--- src/rtl/ptp_ts_fifo.sv ---
// PTP timestamp capture FIFOs (TX/RX) with a coherent 32-bit host read port.
// Word 0 latches the head entry into a per-direction shadow; word 2 pops it.

module ptp_ts_fifo_dir #(
    parameter int DEPTH = 4,
    parameter int TAG_W = 16
) (
    input  logic                HCLK,
    input  logic                HRESETN,
    input  logic                i_cap,
    input  logic [TAG_W-1:0]    i_tag,
    input  logic [79:0]         i_time,
    input  logic                i_ld,
    input  logic                i_pop_req,
    input  logic                i_ovf_clr,
    output logic [TAG_W+79:0]   o_head,
    output logic [5:0]          o_cnt,
    output logic                o_ovf,
    output logic [TAG_W+79:0]   o_shadow,
    output logic                o_shadow_vld
);
    localparam int AW = (DEPTH > 1) ? $clog2(DEPTH) : 1;
    localparam int EW = TAG_W + 80;

    logic [EW-1:0] r_mem [DEPTH];
    logic [AW-1:0] r_wr_ptr, r_rd_ptr;
    logic [5:0]    r_cnt;
    logic          r_ovf, r_sv;
    logic [EW-1:0] r_shadow;
    logic          w_full, w_pop, w_push, w_drop;

    // A pop in the same cycle frees the slot the capture lands in
    assign w_full = (r_cnt == 6'(DEPTH));
    assign w_pop  = i_pop_req & r_sv;
    assign w_push = i_cap & (~w_full | w_pop);
    assign w_drop = i_cap & w_full & ~w_pop;

    always_ff @(posedge HCLK or negedge HRESETN) begin
        if (!HRESETN) begin
            r_wr_ptr <= '0;
            r_rd_ptr <= '0;
            r_cnt    <= '0;
            r_ovf    <= 1'b0;
            r_sv     <= 1'b0;
        end else begin
            if (w_push) r_wr_ptr <= r_wr_ptr + AW'(1);
            if (w_pop)  r_rd_ptr <= r_rd_ptr + AW'(1);
            case ({w_push, w_pop})
                2'b10:   r_cnt <= r_cnt + 6'd1;
                2'b01:   r_cnt <= r_cnt - 6'd1;
                default: r_cnt <= r_cnt;
            endcase
            if (w_drop)         r_ovf <= 1'b1;
            else if (i_ovf_clr) r_ovf <= 1'b0;
            if (i_ld)           r_sv  <= (r_cnt != 6'd0);
            else if (w_pop)     r_sv  <= 1'b0;
        end
    end

    always_ff @(posedge HCLK) begin
        if (w_push)                   r_mem[r_wr_ptr] <= {i_tag, i_time};
        if (i_ld && r_cnt != 6'd0)    r_shadow        <= r_mem[r_rd_ptr];
    end

    assign o_head       = r_mem[r_rd_ptr];
    assign o_cnt        = r_cnt;
    assign o_ovf        = r_ovf;
    assign o_shadow     = r_shadow;
    assign o_shadow_vld = r_sv;
endmodule

module ptp_ts_fifo #(
    parameter int DEPTH = 4,
    parameter int TAG_W = 16
) (
    input  logic             HCLK,
    input  logic             HRESETN,
    input  logic [79:0]      rtc_time,
    input  logic             cap_tx,
    input  logic [TAG_W-1:0] cap_tx_tag,
    input  logic             cap_rx,
    input  logic [TAG_W-1:0] cap_rx_tag,
    input  logic             rd_en,
    input  logic [2:0]       rd_addr,
    output logic [31:0]      rd_data,
    output logic             ts_irq
);
    localparam int EW = TAG_W + 80;

    logic                   w_dir;
    logic [1:0]             w_word;
    logic [1:0]             w_cap;
    logic [1:0][TAG_W-1:0]  w_tag;
    logic [1:0][EW-1:0]     w_head, w_sh;
    logic [1:0][5:0]        w_cnt;
    logic [1:0]             w_ovf, w_sv;
    logic [31:0]            w_rd_next;
    logic [31:0]            r_rd_data;
    logic                   r_irq;

    assign w_dir  = rd_addr[2];
    assign w_word = rd_addr[1:0];
    assign w_cap  = {cap_rx, cap_tx};
    assign w_tag  = {cap_rx_tag, cap_tx_tag};

    for (genvar d = 0; d < 2; d++) begin : g_dir
        ptp_ts_fifo_dir #(.DEPTH(DEPTH), .TAG_W(TAG_W)) u_fifo (
            .HCLK         (HCLK),
            .HRESETN      (HRESETN),
            .i_cap        (w_cap[d]),
            .i_tag        (w_tag[d]),
            .i_time       (rtc_time),
            .i_ld         (rd_en && w_word == 2'd0 && w_dir == d[0]),
            .i_pop_req    (rd_en && w_word == 2'd2 && w_dir == d[0]),
            .i_ovf_clr    (rd_en && w_word == 2'd3),
            .o_head       (w_head[d]),
            .o_cnt        (w_cnt[d]),
            .o_ovf        (w_ovf[d]),
            .o_shadow     (w_sh[d]),
            .o_shadow_vld (w_sv[d])
        );
    end

    always_comb begin
        w_rd_next = '0;
        case (w_word)
            2'd0: if (w_cnt[w_dir] != 6'd0) w_rd_next = w_head[w_dir][31:0];
            2'd1: if (w_sv[w_dir])          w_rd_next = w_sh[w_dir][63:32];
            2'd2: if (w_sv[w_dir])          w_rd_next = {w_sh[w_dir][EW-1:80], w_sh[w_dir][79:64]};
            default: w_rd_next = {16'b0, w_ovf[1], w_ovf[0], 2'b0, w_cnt[1], w_cnt[0]};
        endcase
    end

    always_ff @(posedge HCLK or negedge HRESETN) begin
        if (!HRESETN) begin
            r_rd_data <= '0;
            r_irq     <= 1'b0;
        end else begin
            if (rd_en) r_rd_data <= w_rd_next;
            r_irq <= (w_cnt[0] != 6'd0) | (w_cnt[1] != 6'd0);
        end
    end

    assign rd_data = r_rd_data;
    assign ts_irq  = r_irq;
endmodule

--- config.mk ---
export PLATFORM = sky130hd
export DESIGN_NAME = ptp_ts_fifo
export DESIGN_NICKNAME = d
export VERILOG_FILES = /design/src/rtl/ptp_ts_fifo.sv
export SDC_FILE = /design/constraint.sdc
export NUM_CORES = 1
export LEC_CHECK = 0
export ABC_AREA = 1
export CAP_MARGIN = 5
export CORE_AREA = 2 2 249 251
export CTS_CLUSTER_DIAMETER = 150
export DETAILED_ROUTE_END_ITERATION = 7
export DIE_AREA = 0 0 251 253
export GPL_TIMING_DRIVEN = 0
export PLACE_DENSITY_LB_ADDON = 0.15
export SYNTH_ARGS = -nofsm -noshare
export SYNTH_HDL_FRONTEND = slang
export SYNTH_HIERARCHICAL = 1
export SYNTH_SLANG_ARGS = --single-unit
--- constraint.sdc ---
create_clock -name HCLK -period 13.2 [get_ports HCLK]
set_clock_uncertainty 0.05 [all_clocks]
set_input_delay 1.98 -clock HCLK [delete_from_list [all_inputs] [get_ports HCLK]]
set_output_delay 1.98 -clock HCLK [all_outputs]
set_load 0.005 [all_outputs]
Yosys cells after proc, flatten, opt, wreduce, memory -nomap -nowiden --
Memory sizes are Yosys's and may differ from the RTL's. Index checks and enable logic that the tools add are counted.
Cells by class: order comparisons 1, $add $sub $neg 8, eq/ne operators 9, muxes and demuxes 25, bitwise operators 16, reductions and logical operators 19
Operators with widths (number):
- two-way mux 96 bit | 2
- two-way mux 32 bit | 5
- one-hot mux 32 bit (3 select lines) | 1
- one-hot mux 6 bit (2 select lines) | 2
- nonzero test 6 bit | 3
- two-way mux 1 bit | 13
- adder 6 x 1 -> 6 bit, second input constant | 2
- == test 6 x 3 -> 1 bit, second input constant | 2
- two-way mux 6 bit | 2
- nonzero test 2 bit | 6
- subtractor 6 x 1 -> 6 bit, second input constant | 2
- logical AND 1 bit | 9
- adder 2 x 1 -> 2 bit, second input constant | 4
- bitwise AND 1 bit | 8
- == test 2 bit, second input constant | 4
- == test 2 x 1 -> 1 bit, second input constant | 3
- inverter 1 bit | 5
- bitwise OR 1 bit | 3
- zero test 2 bit | 1
- less-than comparator 1 x 2 -> 1 bit, second input constant | 1
Word-level totals: flip-flop bits (word level) 249, memories 2, output and inout bits 33, logic and storage cells 94, input port bits 120, bits in writable memories 768
Memory list:
- g_dir[0].u_fifo.r_mem | words 4, width 96, read ports 1, clocked after memory_dff 0, write ports 1, RTL line 25 | logic [EW-1:0] r_mem [DEPTH];
- g_dir[1].u_fifo.r_mem | words 4, width 96, read ports 1, clocked after memory_dff 0, write ports 1, RTL line 25

Logic depth before layout (Yosys ltp) --
Gate-level depths: netlist of run 1.
depth in word-level cells 8, depth in mapped cells 17, depth with buffers taken out 16

By module --
The synthesis of run 1 kept the hierarchy.
By module, submodules not included:
- ptp_ts_fifo_dir | sequential area each 14714.1 sq um, instances 2, area each 17782.1 sq um, cells each 1140
- ptp_ts_fifo | sequential area each 825.8 sq um, instances 1, area each 3555.9 sq um, cells each 643

Worst setup path after synthesis of run 1 --
OpenSTA, ideal clock, no wires.
kind input -> register, start point input rd_en, end point memory g_dir[0].u_fifo/r_mem[0][0] (netlist bit) (enable), slack 5135 ps, buffers on the path 2, data required time 12598 ps, arrival time 7463 ps, cell stages on the path 8, setup time 552 ps, cells stage by stage buf_2 clkinv_1 clkbuf_1 nor3_1 nand2_2 nand4_1 nand2_1 nor2_1
Between the ends: cells in the longest elaborated chain, start to end 7
Ends and longest elaborated chain:
- start: declaration | RTL line 83 | input logic rd_en,
- logical AND 1 bit (2 in series) | RTL line 114 | .i_pop_req (rd_en && w_word == 2'd2 && w_dir == d[0]),
- bitwise AND 1 bit | RTL line 34 | assign w_pop = i_pop_req & r_sv;
- bitwise OR 1 bit | RTL line 35 | assign w_push = i_cap & (~w_full | w_pop);
- bitwise AND 1 bit | RTL line 35
- two-way mux 1 bit | RTL line 61 | if (w_push) r_mem[r_wr_ptr] <= {i_tag, i_time};
- two-way mux 1 bit (not written as such) | RTL line 61
- end: declaration | RTL line 25
No other way between the ends.

Worst setup path in the final report of run 1 --
start point input rd_addr[1], end point memory g_dir[1].u_fifo/r_mem[3][49] (netlist bit) (enable)
Between the ends: cells in the longest elaborated chain, start to end 8
Ends and longest elaborated chain:
- start: declaration | RTL line 84 | input logic [2:0] rd_addr,
- == test 2 bit | RTL line 114
- logical AND 1 bit (2 in series) | RTL line 114
- bitwise AND 1 bit | RTL line 34
- bitwise OR 1 bit | RTL line 35
- bitwise AND 1 bit | RTL line 35
- two-way mux 1 bit | RTL line 61
- two-way mux 1 bit (not written as such) | RTL line 61
- end: declaration | RTL line 25
No other way between the ends.

==> results of run 1 <==
## power by group through the flow
stage | Combinational (mW) | Sequential (mW) | Clock [mW]
after global routing | 2.90 | 4.24 | 2.58
after detailed placement | 2.65 | 4.26 | 0
after CTS | 2.66 | 4.20 | 2.47
after global placement | 2.43 | 4.39 | 0
final | 2.71 | 4.20 | 2.46
after floorplan | 1.49 | 4.27 | 0
## layer usage
| layer | wire length (um) | vias to the layer above | GRT usage [%] |
|---|---|---|---|
| met5 | 0 | - | 0 |
| met4 | 3430 | 0 | 11.4 |
| met3 | 10400 | 196 | 5.73 |
| met2 | 47000 | 1488 | 49.5 |
| met1 | 37600 | 12100 | 42.6 |
| li1 | - | 11000 | - |
## placed cells by master (no fill, tap or decap), types with 3 or more instances in the layout
cell and instances:
o21ai_0 386, clkbuf_16 95, o211ai_2 3, nor2_1 487, nor3_1 22, clkinv_2 12, clkbuf_1 120, o211ai_1 33
nand4_1 15, inv_2 9, a21oi_1 18, clkbuf_2 4, nor2_4 8, buf_16 5, clkdlybuf4s50_1 150, o22ai_1 194
inv_1 43, buf_4 9, o21ai_1 8, xor2_1 6, buf_12 26, bufinv_16 3, or2_0 5, edfxtp_1 896
or2_2 18, nand3_1 76, dfrtp_1 57, or2_1 12, buf_2 64, nand2_2 5, nand2_1 359, clkinv_1 22
ha_1 10
## registers in the layout, indices dropped and copies added (netlist names)
name and cells:
g_dir.u_fifo/o_shadow_vld 2, g_dir.u_fifo/o_shadow 128, g_dir.u_fifo/o_ovf 2, rd_data 32
g_dir.u_fifo/r_wr_ptr 4, g_dir.u_fifo/r_mem 768, g_dir.u_fifo/r_rd_ptr 4, g_dir.u_fifo/o_cnt 12
ts_irq 1
## worst max-delay path: cells and delay by family
family,cells,cell delay [ns]
buffers and inverters,6,1.58
and+or+nand+nor,6,2.68
## per-stage QoR
step                util (%)  cell area (um2)
floorplan                  -            37200
global placement        65.0            39700
detailed placement      66.2            40400
CTS                     70.8            43200
global route            70.8            43200
finish                  70.8            43200
## worst paths after layout
kind,to,cells after the start
setup / recovery,g_dir[1].u_fifo/r_mem[3][49],12
setup reg to reg,rd_data[28],11
min in group asynchronous,ts_irq,1
hold reg to reg,rd_data[17],2
max in group asynchronous,rd_data[18],2
hold / removal,rd_data[17],2
## layout make-up
class                           instances  area, um2
Antenna cell                            2       5.00
Buffer                                173        782
Clock buffer                          121       2470
Clock inverter                         43        303
Fill cell                            4035      17800
Inverter                               55        211
Multi-Input combinational cell       1678       7940
Sequential cell                       953      28300
Tap cell                              790        988
Timing Repair Buffer                  182       2160
==> flow_metrics.py, run 1 <==
metrics = {
    "clocking": {
        "cts.repair.resized": 0,
        "cts_root_buf": "clkbuf_16",
        "clk_latency_ns": 0.65,
        "ctsHtreeMaxLevel": 3,
        "clk_pin_slew_ns": 0.06,
        "cts_buffers": 93,
        "clk_path_buf_depth": 3,
        "cts_sinks": 953,
        "cts_hold_buffers": 0,
        "cts_tree": "built",
        "post_cts_buffers": 0,
    },
    "sta": {
        "max_freq_mhz": 165,
        "max-slew-margin-rel_pct": 31.7,
        "worst_pin_slew_ns": 1.02,
        "final.period_utilization_pct": 45.9,
        "fin_tns_setup_ns": 0,
        "drv_slew": 0,
        "finalSetupViolations": 0,
        "worst_slack_ns": 7.14,
        "rsz0062_at_grt": "no",
        "fin_crit_ns": 6.06,
        "whs_ns": 0.432,
        "hold_viol": 0,
    },
    "floorplanning": {
        "ios": 153,
        "start_util_pct": 61.0,
        "core_area_mm2": 0.0610,
        "num_rows": 91,
        "die_h_um": 253,
        "die-width_um": 251,
        "dieArea_mm2": 0.0635,
    },
    "power": {
        "total_power_mw": 9.37,
        "clkPwrFrac_pct": 26.2,
        "swShare_pct": 34.3,
        "powerDensity_mw_per_mm2": 217,
        "power_frac_seq_pct": 44.9,
        "pwr-share-comb_pct": 28.9,
        "p_int_mw": 6.15,
        "p_leak_nw": 15.0,
        "vdd_ir_drop_max_uv": 142,
        "switching_power_mw": 3.22,
    },
    "yosys": {
        "syn_inst": 2859,
        "syn_area_per_cell_um2": 13.0,
        "synth_nets": 2989,
        "netlist_area_mm2": 0.0372,
        "ys_warn_count": 6,
    },
    "setup_path": {
        "crit_path_top_delay_cell": "nor2_4",
        "critical_path_required_ns": 13.48,
        "crit_arrival_ns": 6.33,
        "cp-start-kind": "input pin",
        "cp-startpoint": "rd_addr[1]",
        "cp_common_cell": "buf_12",
        "critical_path.max_stage_delay_ns": 0.83,
        "crit_fanout": 26,
        "rrSetupSlack_ns": 9.88,
        "crit_path_end_kind": "flop",
        "r2r_start": "g_dir[0].u_fifo/r_rd_ptr[0]",
        "critPathKind": "in2reg",
        "path_cells": "clkdlybuf4s50_1 -> inv_2 -> nor2_2 -> buf_2 -> inv_1 -> nor3_1 -> nand2_2 -> nand4_1 -> nand2_1 -> nor2_4 -> buf_12 -> buf_12",
    },
    "routing": {
        "viasPerCell": 6.19,
        "wl_per_cell_um": 24.6,
        "drt_iter0_drc": 3358,
        "wl_um": 98400,
        "drc": 0,
        "dr.pass1.iters": 7,
        "vias": 24700,
        "antenna_left": 0,
    },
    "final_layout": {
        "areaGrowthSynthToFinish_pct": 16.1,
        "drive_above_1_share_pct": 8.61,
        "fin_nets": 3266,
        "fin_cells": 3997,
    },
    "worst_hold_path": {
        "hold_path_startpoint": "rd_data[17]",
        "hp-class": "reg2reg",
    },
    "global_route": {
        "grt_pass1_vias": 23600,
        "antenna_found_initial": 2,
        "grt_max_degree": 65,
        "grt.overflow.total": 0,
        "grt_pass1_wl_um": 144000,
        "gr-usage-all-layers_pct": 30.8,
    },
    "placement": {
        "place.gp.congestion": 1.01,
        "io_buffers": 151,
        "place_inst": 3831,
        "dpl_worst_slack_ns": 6.58,
        "post-dp-hpwl_um": 65500,
    },
    "status": {
        "outcome": "completed",
    },
    "job": {
        "maxCapViolations": 0,
    },
}
Note: power is estimated with default switching activity, not from simulation.
==> inputs of run 2 (changes only) <==
CORE_AREA = 2 2 257 259   (was 2 2 249 251)
DIE_AREA = 0 0 259 261   (was 0 0 251 253)
clock period = 6.2 ns   (was 13.2 ns; I/O delays follow)
==> run 2 against run 1 <==
Clock power rose by 110%. Register-to-register slack got worse by 7.0 ns. Critical path depth did not move. Cell count rose by 2.0%. Utilization fell by 4.3 points. Routed wire length rose by 0.43%. Sequential share of layout area fell by 0.063 points. Clock-buffer cell count rose by 5. Highest routed layer is now met5. First-iteration DRC count fell by 4.6%.
==> flow_metrics.py, run 2 (synthesized netlist as in run 1, its figures left out) <==
metrics = {
    "sta": {
        "final.period_utilization_pct": 80.4,
        "hold_viol": 0,
        "max-slew-margin-rel_pct": 35.6,
        "worst_pin_slew_ns": 0.964,
        "finalSetupViolations": 0,
        "drv_slew": 0,
        "fin_tns_setup_ns": 0,
        "fin_crit_ns": 4.98,
        "rsz0062_at_grt": "no",
        "max_freq_mhz": 201,
        "whs_ns": 0.236,
    },
    "setup_path": {
        "crit_path_end_kind": "flop",
        "rrSetupSlack_ns": 2.93,
        "r2r_start": "g_dir[0].u_fifo/r_rd_ptr[0]",
        "crit_fanout": 26,
        "cp-start-kind": "input pin",
        "crit_arrival_ns": 5.26,
        "critPathKind": "in2reg",
        "critical_path_required_ns": 6.48,
        "cp-startpoint": "rd_addr[1]",
    },
    "global_route": {
        "grt_use_met2_pct": 45.9,
        "gr-max-usage-layer": "met2",
        "grt_pass1_wl_um": 146000,
        "grt_max_degree": 63,
        "grt_pass1_vias": 23500,
        "grt_use_met3_pct": 5.66,
        "antenna_found_initial": 1,
        "grt.overflow.total": 0,
        "gr-usage-all-layers_pct": 29.2,
        "use_met1_pct": 41.0,
    },
    "floorplanning": {
        "die_h_um": 261,
        "dieArea_mm2": 0.0676,
        "core_area_mm2": 0.0650,
        "ios": 153,
        "die-width_um": 259,
        "start_util_pct": 57.2,
        "num_rows": 94,
    },
    "final_layout": {
        "largest_register_ffs": 768,
        "final_common_cell": "edfxtp_1",
        "regMostFlops": "g_dir.u_fifo/r_mem",
        "areaGrowthSynthToFinish_pct": 16.2,
        "final_cell_mix": "edfxtp_1 (896), nor2_1 (487), o21ai_0 (386)",
        "drive_above_1_share_pct": 8.45,
        "fin_cells": 4075,
        "fin_nets": 3263,
        "n_fill_cell": 4603,
    },
    "power": {
        "vdd_ir_drop_max_uv": 253,
        "p_leak_nw": 15.0,
        "powerDensity_mw_per_mm2": 460,
    },
    "clocking": {
        "cts_tree": "built",
        "cts_hold_buffers": 0,
        "cts_root_buf": "clkbuf_16",
        "cts.repair.resized": 0,
        "post_cts_buffers": 0,
        "clk_path_buf_depth": 3,
        "cts_buffers": 93,
        "clk_latency_ns": 0.65,
        "clk_pin_slew_ns": 0.06,
        "cts_sinks": 953,
        "ctsHtreeMaxLevel": 3,
    },
    "worst_hold_path": {
        "hp-class": "in2async",
    },
    "job": {
        "maxCapViolations": 0,
    },
    "routing": {
        "viasPerCell": 6.05,
        "drt_iter0_drc": 3205,
        "drc": 0,
        "wl_um": 98800,
        "antenna_left": 0,
        "dr.pass1.iters": 6,
        "vias": 24700,
        "wl_per_cell_um": 24.3,
    },
    "status": {
        "outcome": "completed",
    },
    "placement": {
        "place_inst": 3902,
        "place.gp.congestion": 0.969,
        "io_buffers": 151,
        "post-dp-hpwl_um": 66200,
    },
}
[run 2: changes by cell type in the layout (fill, tap and decap cells not counted), moves of 2 or more]
cell      previous run  this run
inv_6                2         4
diode_2              2         4
clkbuf_1           120       126
buf_12              26        24
[run 2: layout make-up]
type / count / area, um2 / share of cell area, %
clock buffers: 126 / 2470 / 5.72
inverters: 55 / 211 / 0.489
diodes: 4 / 10.0 / 0.0231
repair buffers: 179 / 2100 / 4.85
plain buffers: 173 / 782 / 1.81
clock inverters: 43 / 317 / 0.732
well taps: 864 / 1080 / 2.50
multi-input cells: 1678 / 7940 / 18.4
flip-flops and latches: 953 / 28300 / 65.5
[run 2: per-stage QoR]
step	utilization [%]	setup slack [ns]	instance area, um2	total power [mW]
4_1_cts	66.5	1.34	43200	19.9
3_3_place_gp	61.2	-5.60	39800	14.6
2_1_floorplan	-	-0.815	37200	12.2
5_1_grt	66.5	0.936	43200	20.7
3_5_place_dp	62.2	0.697	40400	14.7
6_report	66.5	1.22	43200	19.9
[run 2: metal layers]
layer | vias to the layer above | part of all wire [%]
li1 | 11000 | -
met1 | 12200 | 40
met2 | 1316 | 47
met3 | 177 | 9.8
met4 | 2 | 3.6
met5 | - | 0.011
[run 2: worst max-delay path, stage by stage]
cell             delay, ns
clkdlybuf4s50_1       0.58
inv_2                 0.06
nor2_2                0.33
buf_2                 0.35
inv_1                 0.10
nor3_1                0.71
nand2_2               0.26
nand4_1               0.19
nand2_1               0.31
nor2_4                0.83
buf_12                0.29
buf_12                0.23
[run 2: power breakdown]
part | leakage [nW] | internal (mW) | switching, mW | total (mW)
clock | 1.36 | 2.96 | 2.29 | 5.24
combinational | 4.73 | 1.62 | 4.11 | 5.72
sequential | 8.93 | 8.54 | 0.401 | 8.94
total | 15.0 | 13.1 | 6.79 | 19.9
[run 2: final timing paths]
kind                                                 to  cells past startpoint
setup / recovery           g_dir[0].u_fifo/r_mem[2][42]                     12
hold / removal                 g_dir[0].u_fifo/o_cnt[2]                      1
setup reg to reg                            rd_data[28]                     11
hold reg to reg                              rd_data[0]                      2
max in group asynchronous   g_dir[0].u_fifo/r_rd_ptr[1]                      2
min in group HCLK                            rd_data[0]                      2
